[src/rtl/quant_core.sv]
// quant_core: forward/inverse coefficient quantiser sequencing one TU at a time; `define QUANT_CBF_EN adds the coded-block flag.
// Latency: 3 cycles from coefficient acceptance to o_valid; parameters settle PARAM_WAIT cycles after the request.
// Backpressure: none downstream; upstream throttled only by o_ready (high in RUN).
module quant_core #(
  parameter int PARAM_WAIT = 12,
  parameter int COEF_W     = 16
) (
  input  logic              clk,
  input  logic              rst,
  input  logic              i_tu_start,
  input  logic [5:0]        i_qp,
  input  logic              i_type,
  input  logic              i_inverse,
  input  logic [1:0]        i_transize,
  input  logic              i_valid,
  input  logic [COEF_W-1:0] i_coef,
  input  logic [15:0]       Q,
  input  logic [27:0]       offset,
  input  logic [4:0]        shift,
  output logic              o_mod_valid,
  output logic [5:0]        o_qp,
  output logic              o_type,
  output logic              o_inverse,
  output logic [1:0]        o_transize,
  output logic              o_ready,
  output logic              o_valid,
  output logic [COEF_W-1:0] o_coef,
  output logic              o_done,
  output logic              o_cbf
);

  localparam int MAG_W  = COEF_W + 1;
  localparam int SUM_W  = MAG_W + 16;
  localparam int WCNT_W = (PARAM_WAIT > 1) ? $clog2(PARAM_WAIT) : 1;
  localparam logic [WCNT_W-1:0] WAIT_LAST = WCNT_W'(PARAM_WAIT - 1);

  typedef enum logic [2:0] {IDLE, REQ, LOAD, RUN, DRAIN} state_t;

  state_t                    state, state_nxt;
  logic [WCNT_W-1:0]         wait_cnt;
  logic [9:0]                in_cnt, out_cnt, n_last;
  logic                      accept, start_acc;

  logic                      s1_vld, s1_neg;
  logic signed [MAG_W-1:0]   s1_mag;
  logic signed [15:0]        s1_q;
  logic signed [27:0]        s1_off;
  logic [4:0]                s1_shift;

  logic                      s2_vld, s2_neg;
  logic signed [SUM_W-1:0]   s2_sum;
  logic [4:0]                s2_shift;

  logic signed [MAG_W-1:0]   c_ext, c_mag;
  logic signed [SUM_W-1:0]   prod, off_ext, shifted;
  logic signed [SUM_W:0]     shx, res;
  logic [COEF_W-1:0]         clip_val;

  assign start_acc = (state == IDLE) && i_tu_start;
  assign accept    = i_valid && o_ready;

  always_comb begin
    case (o_transize)
      2'b00:   n_last = 10'd15;
      2'b01:   n_last = 10'd63;
      2'b10:   n_last = 10'd255;
      default: n_last = 10'd1023;
    endcase
  end

  always_ff @(posedge clk or negedge rst) begin
    if (!rst) state <= IDLE;
    else      state <= state_nxt;
  end

  always_comb begin
    state_nxt = state;
    case (state)
      IDLE:    if (i_tu_start) state_nxt = REQ;
      REQ:     state_nxt = LOAD;
      LOAD:    if (wait_cnt == WAIT_LAST) state_nxt = RUN;
      RUN:     if (accept && (in_cnt == n_last)) state_nxt = DRAIN;
      DRAIN:   if (o_done) state_nxt = IDLE;
      default: state_nxt = IDLE;
    endcase
  end

  always_comb begin
    o_mod_valid = (state == REQ);
    o_ready     = (state == RUN);
  end

  // Config is captured once per TU and held so the generator sees stable inputs.
  always_ff @(posedge clk or negedge rst) begin
    if (!rst) begin
      o_qp       <= '0;
      o_type     <= 1'b0;
      o_inverse  <= 1'b0;
      o_transize <= '0;
    end else if (start_acc) begin
      o_qp       <= i_qp;
      o_type     <= i_type;
      o_inverse  <= i_inverse;
      o_transize <= i_transize;
    end
  end

  always_ff @(posedge clk or negedge rst) begin
    if (!rst) begin
      wait_cnt <= '0;
      in_cnt   <= '0;
      out_cnt  <= '0;
    end else begin
      wait_cnt <= (state == LOAD) ? wait_cnt + 1'b1 : '0;
      if (accept)  in_cnt  <= (in_cnt == n_last) ? 10'd0 : in_cnt + 10'd1;
      if (o_valid) out_cnt <= o_done ? 10'd0 : out_cnt + 10'd1;
    end
  end

  assign o_done = o_valid && (out_cnt == n_last);

  // Forward path works on magnitude so rounding is symmetric about zero.
  assign c_ext = {i_coef[COEF_W-1], i_coef};
  assign c_mag = (!o_inverse && i_coef[COEF_W-1]) ? -c_ext : c_ext;

  always_ff @(posedge clk or negedge rst) begin
    if (!rst) begin
      s1_vld   <= 1'b0;
      s1_neg   <= 1'b0;
      s1_mag   <= '0;
      s1_q     <= '0;
      s1_off   <= '0;
      s1_shift <= '0;
    end else begin
      s1_vld <= accept;
      if (accept) begin
        s1_neg   <= !o_inverse && i_coef[COEF_W-1];
        s1_mag   <= c_mag;
        s1_q     <= Q;
        s1_off   <= offset;
        s1_shift <= shift;
      end
    end
  end

  assign prod    = SUM_W'(s1_mag) * SUM_W'(s1_q);
  assign off_ext = SUM_W'(s1_off);

  always_ff @(posedge clk or negedge rst) begin
    if (!rst) begin
      s2_vld   <= 1'b0;
      s2_neg   <= 1'b0;
      s2_sum   <= '0;
      s2_shift <= '0;
    end else begin
      s2_vld <= s1_vld;
      if (s1_vld) begin
        s2_neg   <= s1_neg;
        s2_sum   <= prod + off_ext;
        s2_shift <= s1_shift;
      end
    end
  end

  assign shifted = s2_sum >>> s2_shift;
  assign shx     = {shifted[SUM_W-1], shifted};
  assign res     = s2_neg ? -shx : shx;

  always_comb begin
    clip_val = res[COEF_W-1:0];
    if (!res[SUM_W] && (|res[SUM_W-1:COEF_W-1]))
      clip_val = {1'b0, {(COEF_W-1){1'b1}}};
    else if (res[SUM_W] && !(&res[SUM_W-1:COEF_W-1]))
      clip_val = {1'b1, {(COEF_W-1){1'b0}}};
  end

  always_ff @(posedge clk or negedge rst) begin
    if (!rst) begin
      o_valid <= 1'b0;
      o_coef  <= '0;
    end else begin
      o_valid <= s2_vld;
      if (s2_vld) o_coef <= clip_val;
    end
  end

`ifdef QUANT_CBF_EN
  logic cbf_q;

  always_ff @(posedge clk or negedge rst) begin
    if (!rst)                        cbf_q <= 1'b0;
    else if (start_acc)              cbf_q <= 1'b0;
    else if (o_valid && (|o_coef))   cbf_q <= 1'b1;
  end

  // Include the current result so the flag is complete in the o_done cycle.
  assign o_cbf = cbf_q || (o_valid && (|o_coef));
`else
  assign o_cbf = 1'b0;
`endif

endmodule

[config.mk]
export PLATFORM = sky130hd
export DESIGN_NAME = quant_core
export DESIGN_NICKNAME = d
export VERILOG_FILES = /design/src/rtl/quant_core.sv
export SDC_FILE = /design/constraint.sdc
export NUM_CORES = 1
export LEC_CHECK = 0
export CORE_MARGIN = 2
export CORE_UTILIZATION = 65
export CTS_BUF_LIST = sky130_fd_sc_hd__clkbuf_8 sky130_fd_sc_hd__clkbuf_16
export DETAILED_ROUTE_END_ITERATION = 10
export PLACE_DENSITY = 0.94
export SYNTH_ARGS = -nofsm -noshare
export SYNTH_HDL_FRONTEND = slang
export SYNTH_SLANG_ARGS = --single-unit
[constraint.sdc]
create_clock -name clk -period 10 [get_ports clk]
set_clock_uncertainty 0.05 [all_clocks]
set_input_delay 1 -clock clk [delete_from_list [all_inputs] [get_ports clk]]
set_output_delay 1 -clock clk [all_outputs]
set_load 0.03 [all_outputs]
; After elaboration in Yosys (flattened, before gate mapping)
; Cells that the tools add are included.
[totals]
output_inout_bits = 31
inputBits = 79
register_bits = 162
wordCells = 69
[op_classes]
n_addsub = 6
shifts = 1
n_eq_ne = 13
n_reduce_logical = 15
mux = 13
multipliers = 1
[op_table]
columns = cell, count
row1 = $mux 34, 1
row2 = $neg 33->34, 1
row3 = $add 33x28->33, 1
row4 = $mul 17x16->33, 1
row5 = $sshr 33x5->33, 1
row6 = $mux 16, 2
row7 = $pmux 10 s3, 1
row8 = $add 10x1->10 const B, 2
row9 = $eq 10x10->1, 2
row10 = $mux 10, 2
row11 = $reduce_and 18->1, 1
row12 = $reduce_or 18->1, 1
row13 = $mux 17, 1
row14 = $neg 16->17, 1
row15 = $pmux 3 s5, 1
row16 = $mux 3, 4
row17 = $logic_and 1x1->1, 7
row18 = $eq 3x2->1 const B, 2
row19 = $ne 2x2->1 const B, 3
row20 = $add 4x1->4 const B, 1
row21 = $eq 4x4->1 const B, 1
row22 = $mux 4, 1
row23 = $reduce_and 4->1, 1
row24 = $eq 3x1->1 const B, 1
row25 = other kinds (7), 9

; Longest topological paths before layout
; Gate-level depths: netlist (run 1).
[logic_depth]
ltp_word = 8
ltp_mapped = 26
ltp_nobuf = 25

; Worst setup path after synthesis (run 1)
; OpenSTA, ideal clock, no wires.
[synth_path]
path_kind = register to register
startpoint = reg s1_q[1]
endpoint = reg s2_sum[30]
synth_period_minus_slack_ns = 6.618
t_required_ns = 9.854
setup_ns = 0.096
setup_slack_ns = 3.382
arrival_ns = 6.473
stages_incl_launch_ff = 26
n_path_buf = 1
path_cell_list = dfrtp_1 -> clkbuf_1 -> nand2_1 -> fa_1 -> fa_1 -> inv_1 -> fa_1 -> inv_1 -> fa_1 -> inv_1 -> fa_1 -> inv_1 -> fa_1 -> inv_1 -> ha_1 -> a21o_1 -> nor2_1 -> o21ai_0 -> a41oi_1 -> o2111ai_1 -> a41oi_1 -> nor2b_1 -> o31ai_1 -> a2111oi_0 -> o21a_1 -> o31ai_1
[synth_via]
elab_chain_len = 2
[synth_rtl]
columns = item, line_no
row1 = "start, declared", 46  ; logic signed [15:0] s1_q;
row2 = "start signal, assigned", 131  ; s1_q <= '0;
row3 = "start signal, assigned", 139  ; s1_q <= Q;
row4 = $mul 17x16->33, 146  ; assign prod = SUM_W'(s1_mag) * SUM_W'(s1_q);
row5 = $add 33x28->33, 159  ; s2_sum <= prod + off_ext;
row6 = "end signal, assigned", 159
row7 = "end, declared", 51  ; logic signed [SUM_W-1:0] s2_sum;
; No other way between the ends.
; A chain may end at the register's enable or synchronous reset.

; Worst setup path in the final report (run 1)
[layout_path]
startpoint = reg s1_mag[10]
endpoint = reg s2_sum[30]
[layout_via]
elab_chain_len = 2
[layout_rtl]
columns = item, line_no
row1 = "start, declared", 45  ; logic signed [MAG_W-1:0] s1_mag;
row2 = "start signal, assigned", 138  ; s1_mag <= c_mag;
row3 = $mul 17x16->33, 146
row4 = $add 33x28->33, 159
; No other way between the ends.

==> qor.log, run 1 <==
qor: drt.route.antenna.remaining_nets 0
qor: die.floorplan.die_area 35,200 um2
qor: logic_synthesis.ys_async_sr_fraction 100%
qor: placed_design.place.detailed.hpwl 46,100 um
qor: placed_design.port-buffer-count 108
qor: setup_path.critical_path.max_fanout 17
qor: setup_path.critPathTopFamily adder cells
qor: setup_path.timing.critical_path.slowest_stage_cell dfrtp_1
qor: cells_and_area.final_cells 2,868
qor: logic_synthesis.syn_avg_cell_area 9.19 um2
qor: drt.route.detailed.drc 0
qor: status.outcome finished clean
qor: cells_and_area.nFillCells 2,400
qor: setup_path.crit_path_end_kind flop
qor: cells_and_area.antenna_cells 0
qor: clock_tree.clkLatencyLatePin 0.47 ns
qor: timing.hold_viol_final 0
qor: logic_synthesis.synth-seq-area-share 18.5%
qor: clock_tree.post_cts_hold_buffer_count 0
qor: timing.slew_at_the_pin_closest_to_its_max_slew_limit 1.25 ns
qor: cells_and_area.leading_cell_type_in_the_layout_fill_and_taps_excluded nand2_1
qor: clock_tree.cts_sinks 162
qor: die.dieWidth 188 um
qor: die.design.core.area 33,400 um2
qor: timing.rsz0062_at_grt no
qor: global_routing.grt_remaining_overflow 0
qor: global_routing.grt_first_pass_wirelength 98,900 um
qor: job.drv.max_cap_violation_count 0
qor: clock_tree.cts.htree.levels 4
qor: logic_synthesis.synth_flop_cell dfrtp_1
qor: placed_design.gp_congestion 0.992
qor: hold_path.hold_path.class flop to flop
qor: logic_synthesis.synth_warnings 0
qor: global_routing.antenna_violations_before_repair 0
qor: timing.post-route-min-period 7.78 ns
qor: logic_synthesis.synth_top_area_share 27.8%
qor: clock_tree.tritoncts built
qor: setup_path.cp_common_cell fa_1
qor: clock_tree.post-cts-setup-buffer-count 0
qor: cells_and_area.post-route-cell-area 23,700 um2
qor: setup_path.worstPathCellList nand2_1 > fa_1 > fa_1 > inv_1 > fa_1 > inv_1 > fa_1 > inv_1 > fa_1 > inv_1 > fa_1 > inv_1 > ha_1 > a21o_1 > nor2_1 > o21ai_0 > a41oi_1 > o2111ai_1 > a41oi_1 > nor2b_1 > o31ai_1 > a2111oi_0 > o21a_1 > o31ai_1
qor: drt.pre_repair_dr_iteration_count 6
qor: cells_and_area.layout-area-overhead-vs-synth 8.10%
qor: placed_design.numPlacedInstances 2,836
qor: die.initial_core_util 65.7%
qor: drt.num_vias 17,800
qor: die.design.portCount 110
qor: cells_and_area.nNetsFinal 2,891
qor: setup_path.critical-path-max-stage-delay 0.79 ns
qor: clock_tree.cts.reportedPaths.clkPinSlew 0.08 ns
qor: drt.drt_first_iter_violations 1,937
qor: drt.drt-total-wl 60,000 um
qor: timing.slew_headroom 16.7%
qor: logic_synthesis.synth_area 21,900 um2
qor: clock_tree.cts_made_buffers 17
qor: die.row_count 67
qor: logic_synthesis.synthesis.instances 2,384
qor: logic_synthesis.netlist-cell-type-count 94
qor: clock_tree.ctsRootBufferMaster clkbuf_16
qor: setup_path.critPathRequiredTime 10.31 ns
qor: global_routing.global_route.usage.total 36.0%
qor: logic_synthesis.postSynthNetCount 2,868
qor: global_routing.first_global_vias 19,100
qor: timing.max_freq 128 MHz
qor: die.fp.dieH 188 um
qor: global_routing.grt_max_degree 105
qor: timing.max_slew_violation_count 0
qor: timing.setup_viol_count_final 0
qor: setup_path.worst-setup-path-type flop to flop
qor: setup_path.cp-start-kind flop
qor: cells_and_area.post_route_cells_drive_above_1_share 7.81%
qor: drt.routed_via_density 6.21
qor: clock_tree.post_cts.resized_instances 0
qor: logic_synthesis.synth_area_leader_cell fa_1
qor: placed_design.postPlaceCellArea 23,100 um2
qor: cells_and_area.most_frequent_cells_in_the_layout nand2_1, inv_1, fa_1
qor: logic_synthesis.synth_seq_cells 162
qor: setup_path.worst-endpoint-arrival 8.09 ns
qor: setup_path.cp.buffers_inverters 5
qor: timing.totalNegativeSetupSlack 0 ns
qor: logic_synthesis.post_synth_edffs 0
qor: timing.layout_worst_path_cycle_share 77.8%
qor: logic_synthesis.synth_area_leaders fa_1, dfrtp_1, nand2_1
qor: clock_tree.clock_path_buffers 2
qor: drt.post_drt_wl_per_cell 20.9 um
-- layer usage --
layer	share of wire, %	global-route usage, %
met5	0	0
met4	5.5	19.3
met3	8.4	8.18
met2	48	58.8
met1	38	45.1
-- sequential cells by signal (all words and copies together) (netlist names), 4 cells and up --
signal    flops
in_cnt       10
o_coef       16
o_qp          6
out_cnt      10
s1_mag       17
s1_off       28
s1_q         16
s1_shift      5
s2_shift      5
s2_sum       33
wait_cnt      4
-- synthesized netlist by cell type, drive strengths merged, types with 12 or more instances --
library cell	number
xnor2	49
a21o	14
dfrtp	162
fa	304
nand2	387
o31ai	13
nand3	21
nor2	116
buf	34
o21ai	88
nand4	12
mux2i	33
nor3	22
ha	101
mux4	37
inv	379
o21a	14
and2	129
or2	12
nand2b	25
nor2b	17
mux2	62
xor2	30
a21oi	35
clkbuf	83
o22ai	27
-- cell type report --
cell class / instances / area, um2 / area share, %
clock buffers: 19 / 453 / 1.91
well taps: 448 / 561 / 2.37
multi-input cells: 1723 / 15900 / 67.1
flip-flops and latches: 162 / 4060 / 17.1
clock inverters: 13 / 116 / 0.491
repair buffers: 121 / 1180 / 4.98
inverters: 382 / 1430 / 6.05
-- cells by family (layout without fill, tap and decap cells) --
family / after synthesis / in the layout / synth area share (%)
flip-flops: 162 / 162 / 18.5
other: 1 / 1 / 0.0171
AO/OA/AOI/OAI: 304 / 304 / 9.80
adder cells (fa/ha/maj): 405 / 405 / 33.5
buffers and inverters: 499 / 535 / 9.04
multiplexers: 132 / 132 / 8.58
XOR/XNOR: 79 / 79 / 3.16
AND/OR/NAND/NOR: 802 / 802 / 17.4
-- worst paths after layout --
| kind | to | cells past startpoint | start | slack (ns) |
|---|---|---|---|---|
| max | s2_sum[30] | 24 | s1_mag[10] | 2.22 |
| min | wait_cnt[0] | 1 | wait_cnt[0] | 0.41 |
| max reg2reg | s2_sum[30] | 24 | s1_mag[10] | 2.22 |
| min reg2reg | wait_cnt[0] | 1 | wait_cnt[0] | 0.41 |
| max in group asynchronous | s2_shift[1] | 2 | rst | 7.84 |
| min in group asynchronous | s1_mag[11] | 1 | rst | 0.63 |
-- through the flow --
step / setup WS, ns / hold slack, ns / util [%]
after floorplan: 3.38 / 0.302 / -
after global placement: 2.66 / 0.394 / 69.3
after detailed placement: 2.43 / 0.400 / 69.3
after CTS: 2.35 / 0.410 / 71.0
after global routing: 1.88 / 0.435 / 71.0
final: 2.22 / 0.406 / 71.0
Power of run 1 is not shown: default switching activity piles up to over one toggle a cycle in this logic, so the estimate is an artifact.
==> inputs of run 2 (changes only) <==
--- a/config.mk
+++ b/config.mk
@@ -6,10 +6,10 @@
 export NUM_CORES = 1
 export LEC_CHECK = 0
 export CORE_MARGIN = 2
-export CORE_UTILIZATION = 65
+export CORE_UTILIZATION = 57
 export CTS_BUF_LIST = sky130_fd_sc_hd__clkbuf_8 sky130_fd_sc_hd__clkbuf_16
 export DETAILED_ROUTE_END_ITERATION = 10
-export PLACE_DENSITY = 0.94
+export PLACE_DENSITY = 0.88
 export SYNTH_ARGS = -nofsm -noshare
 export SYNTH_HDL_FRONTEND = slang
 export SYNTH_SLANG_ARGS = --single-unit
==> constraint.sdc (replaced) <==
create_clock -name clk -period 6.79 [get_ports clk]
set_clock_uncertainty 0.05 [all_clocks]
set_input_delay 0.679 -clock clk [delete_from_list [all_inputs] [get_ports clk]]
set_output_delay 0.679 -clock clk [all_outputs]
set_load 0.03 [all_outputs]
==> qor.log, run 2 (synthesis gave the netlist of run 1 again) <==
qor: status.outcome finished clean
qor: drt.post_drt_wl_per_cell 20.4 um [-2.5%]
qor: setup_path.critical-path-max-stage-delay 0.56 ns [-0.23 ns]
qor: cells_and_area.post_route_cells_drive_above_1_share 11.6% [+3.8 points]
qor: global_routing.first_global_vias 18,900 [-1.2%]
qor: drt.drt-total-wl 61,400 um [+2.4%]
qor: placed_design.gp_congestion 0.977 [-1.6%]
qor: drt.pre_repair_dr_iteration_count 5 [-1]
qor: die.floorplan.die_area 40,000 um2 [+14%]
qor: placed_design.place.detailed.hpwl 47,800 um [+3.6%]
qor: timing.timing.hold.ws 0.222 ns [-0.185 ns]
qor: setup_path.worst-setup-path-type flop to flop
qor: clock_tree.tritoncts built
qor: global_routing.grt_max_degree 84 [-20%]
qor: placed_design.port-buffer-count 108 [unchanged]
qor: timing.post-route-min-period 6.52 ns [-1.26 ns]
qor: setup_path.cp-start-kind flop
qor: hold_path.hold_path.class input port to async pin
qor: clock_tree.clock_path_buffers 2 [unchanged]
qor: cells_and_area.post-route-cell-area 24,600 um2 [+3.8%]
qor: clock_tree.cts.htree.levels 4 [unchanged]
qor: clock_tree.ctsRootBufferMaster clkbuf_16
qor: global_routing.grt_remaining_overflow 0 [unchanged]
qor: die.dieWidth 200 um [+6.6%]
qor: timing.slew_headroom 21.4% [+4.7 points]
qor: cells_and_area.max_ffs_per_register 33 [unchanged]
qor: setup_path.critical_path.max_fanout 7 [-10]
qor: cells_and_area.utilization 65.1% [-5.9 points]
qor: setup_path.timing.critical_path.slowest_stage_cell fa_1
qor: setup_path.worst-endpoint-arrival 6.85 ns [-1.24 ns]
qor: global_routing.antenna_violations_before_repair 0 [unchanged]
qor: cells_and_area.layout-area-overhead-vs-synth 12.2%
qor: timing.hold_viol_final 0 [unchanged]
qor: clock_tree.cts.reportedPaths.clkPinSlew 0.08 ns [about the same]
qor: setup_path.worstPathCellList buf_4 > and2_1 > fa_1 > inv_1 > fa_1 > fa_1 > inv_1 > fa_1 > fa_1 > inv_1 > fa_1 > inv_1 > ha_4 > a21o_1 > a31o_2 > o21ai_2 > a31oi_2 > a41o_1 > o31a_1 > buf_4 > o21a_1 > o21a_1 > o31ai_1
qor: timing.setup_viol_count_final 0 [unchanged]
qor: drt.drt_first_iter_violations 1,237 [-36%]
qor: cells_and_area.most_frequent_cells_in_the_layout nand2_1, inv_1, fa_1
qor: clock_tree.cts_sinks 162 [unchanged]
qor: job.drv.max_cap_violation_count 0 [unchanged]
qor: clock_tree.cts_made_buffers 17 [unchanged]
qor: die.design.core.area 37,800 um2 [+13%]
qor: cells_and_area.leading_cell_type_in_the_layout_fill_and_taps_excluded nand2_1
qor: global_routing.grt_first_pass_wirelength 100,000 um [+1.2%]
qor: timing.max_slew_violation_count 0 [unchanged]
qor: timing.layout_worst_path_cycle_share 96.1% [+18 points]
qor: drt.route.detailed.drc 0 [unchanged]
qor: timing.slew_at_the_pin_closest_to_its_max_slew_limit 1.16 ns [-0.0825 ns]
qor: setup_path.critPathRequiredTime 7.12 ns [-3.19 ns]
qor: drt.route.antenna.remaining_nets 0 [unchanged]
qor: clock_tree.clkLatencyLatePin 0.48 ns [about the same]
qor: setup_path.cp_common_cell fa_1
qor: placed_design.postPlaceCellArea 23,800 um2 [+3.1%]
qor: drt.num_vias 17,900 [+0.38%]
qor: clock_tree.post_cts_hold_buffer_count 0 [unchanged]
qor: die.initial_core_util 58.1% [-7.6 points]
qor: cells_and_area.nNetsFinal 2,972 [+2.8%]
qor: die.row_count 71 [+6.0%]
qor: global_routing.global_route.usage.total 32.6% [-3.4 points]
qor: cells_and_area.largestRegisters s2_sum x33, s1_off x28, s1_mag x17
qor: die.design.portCount 110 [unchanged]
qor: setup_path.crit_path_end_kind flop
qor: drt.routed_via_density 5.93 [-4.4%]
qor: die.fp.dieH 200 um [+6.6%]
qor: timing.max_freq 153 MHz [+19%]
qor: cells_and_area.register_with_the_most_flip_flops s2_sum
==> run 2: changes by cell type in the layout (fill, tap and decap cells not counted), sizes merged <==
cell / delta
diode: +1
buf: +81
clkinvlp: -2
clkinv: +3
inv: +1
clkbuf: -2
==> run 2: worst max-delay path, delay by kind of cell (launching register included) <==
| family | cells | cell delay [ns] |
|---|---|---|
| compound gates | 9 | 1.83 |
| fa+ha+maj | 7 | 3.38 |
| buf+inv | 6 | 0.53 |
| flops | 1 | 0.47 |
| simple gates | 1 | 0.17 |
==> run 2: final timing paths <==
kind	start	endpoint	slack, ns	cells after the start
max	s1_mag[7]	s2_sum[27]	0.27	23
min	rst	s1_q[11]	0.22	1
max reg2reg	s1_mag[7]	s2_sum[27]	0.27	23
min reg2reg	wait_cnt[0]	wait_cnt[0]	0.42	1
max in group asynchronous	rst	s2_shift[1]	4.75	2
min in group clk	wait_cnt[0]	wait_cnt[0]	0.42	1
==> run 2: repair_timing <==
item / in CTS / in global routing
resized for setup: 2 / 24
endpoints found under the setup margin: 5 / 6
pin swaps: 0 / 3
hold endpoints to repair: 0 / 0
setup buffers: 0 / 2
==> run 2: final cells by class <==
cell class	instances	area, um2
Timing Repair Buffer	202	1830
Antenna cell	1	2.50
Clock inverter	15	224
Multi-Input combinational cell	1723	16000
Clock buffer	17	425
Fill cell	2871	13200
Sequential cell	162	4070
Tap cell	511	639
Inverter	382	1430
==> run 2: metrics by stage <==
stage	instances	setup slack [ns]	TNS, ns
after detailed placement	2978	-0.00312	-0.00312
after floorplan	2384	0.172	0
after CTS	3010	0.0174	0
after global placement	2978	0.167	0
after global routing	3012	-0.0216	-0.0329
final	3013	0.267	0
==> run 2: layer usage <==
layer / part of all wire [%] / global-route usage [%] / wire, um
met1: 40 / 43.1 / 24600
met2: 49 / 54.3 / 30100
met3: 6.3 / 4.37 / 3860
met4: 4.5 / 14.5 / 2780
met5: 0 / 0 / 0
Power of run 2 is left out for the same reason.
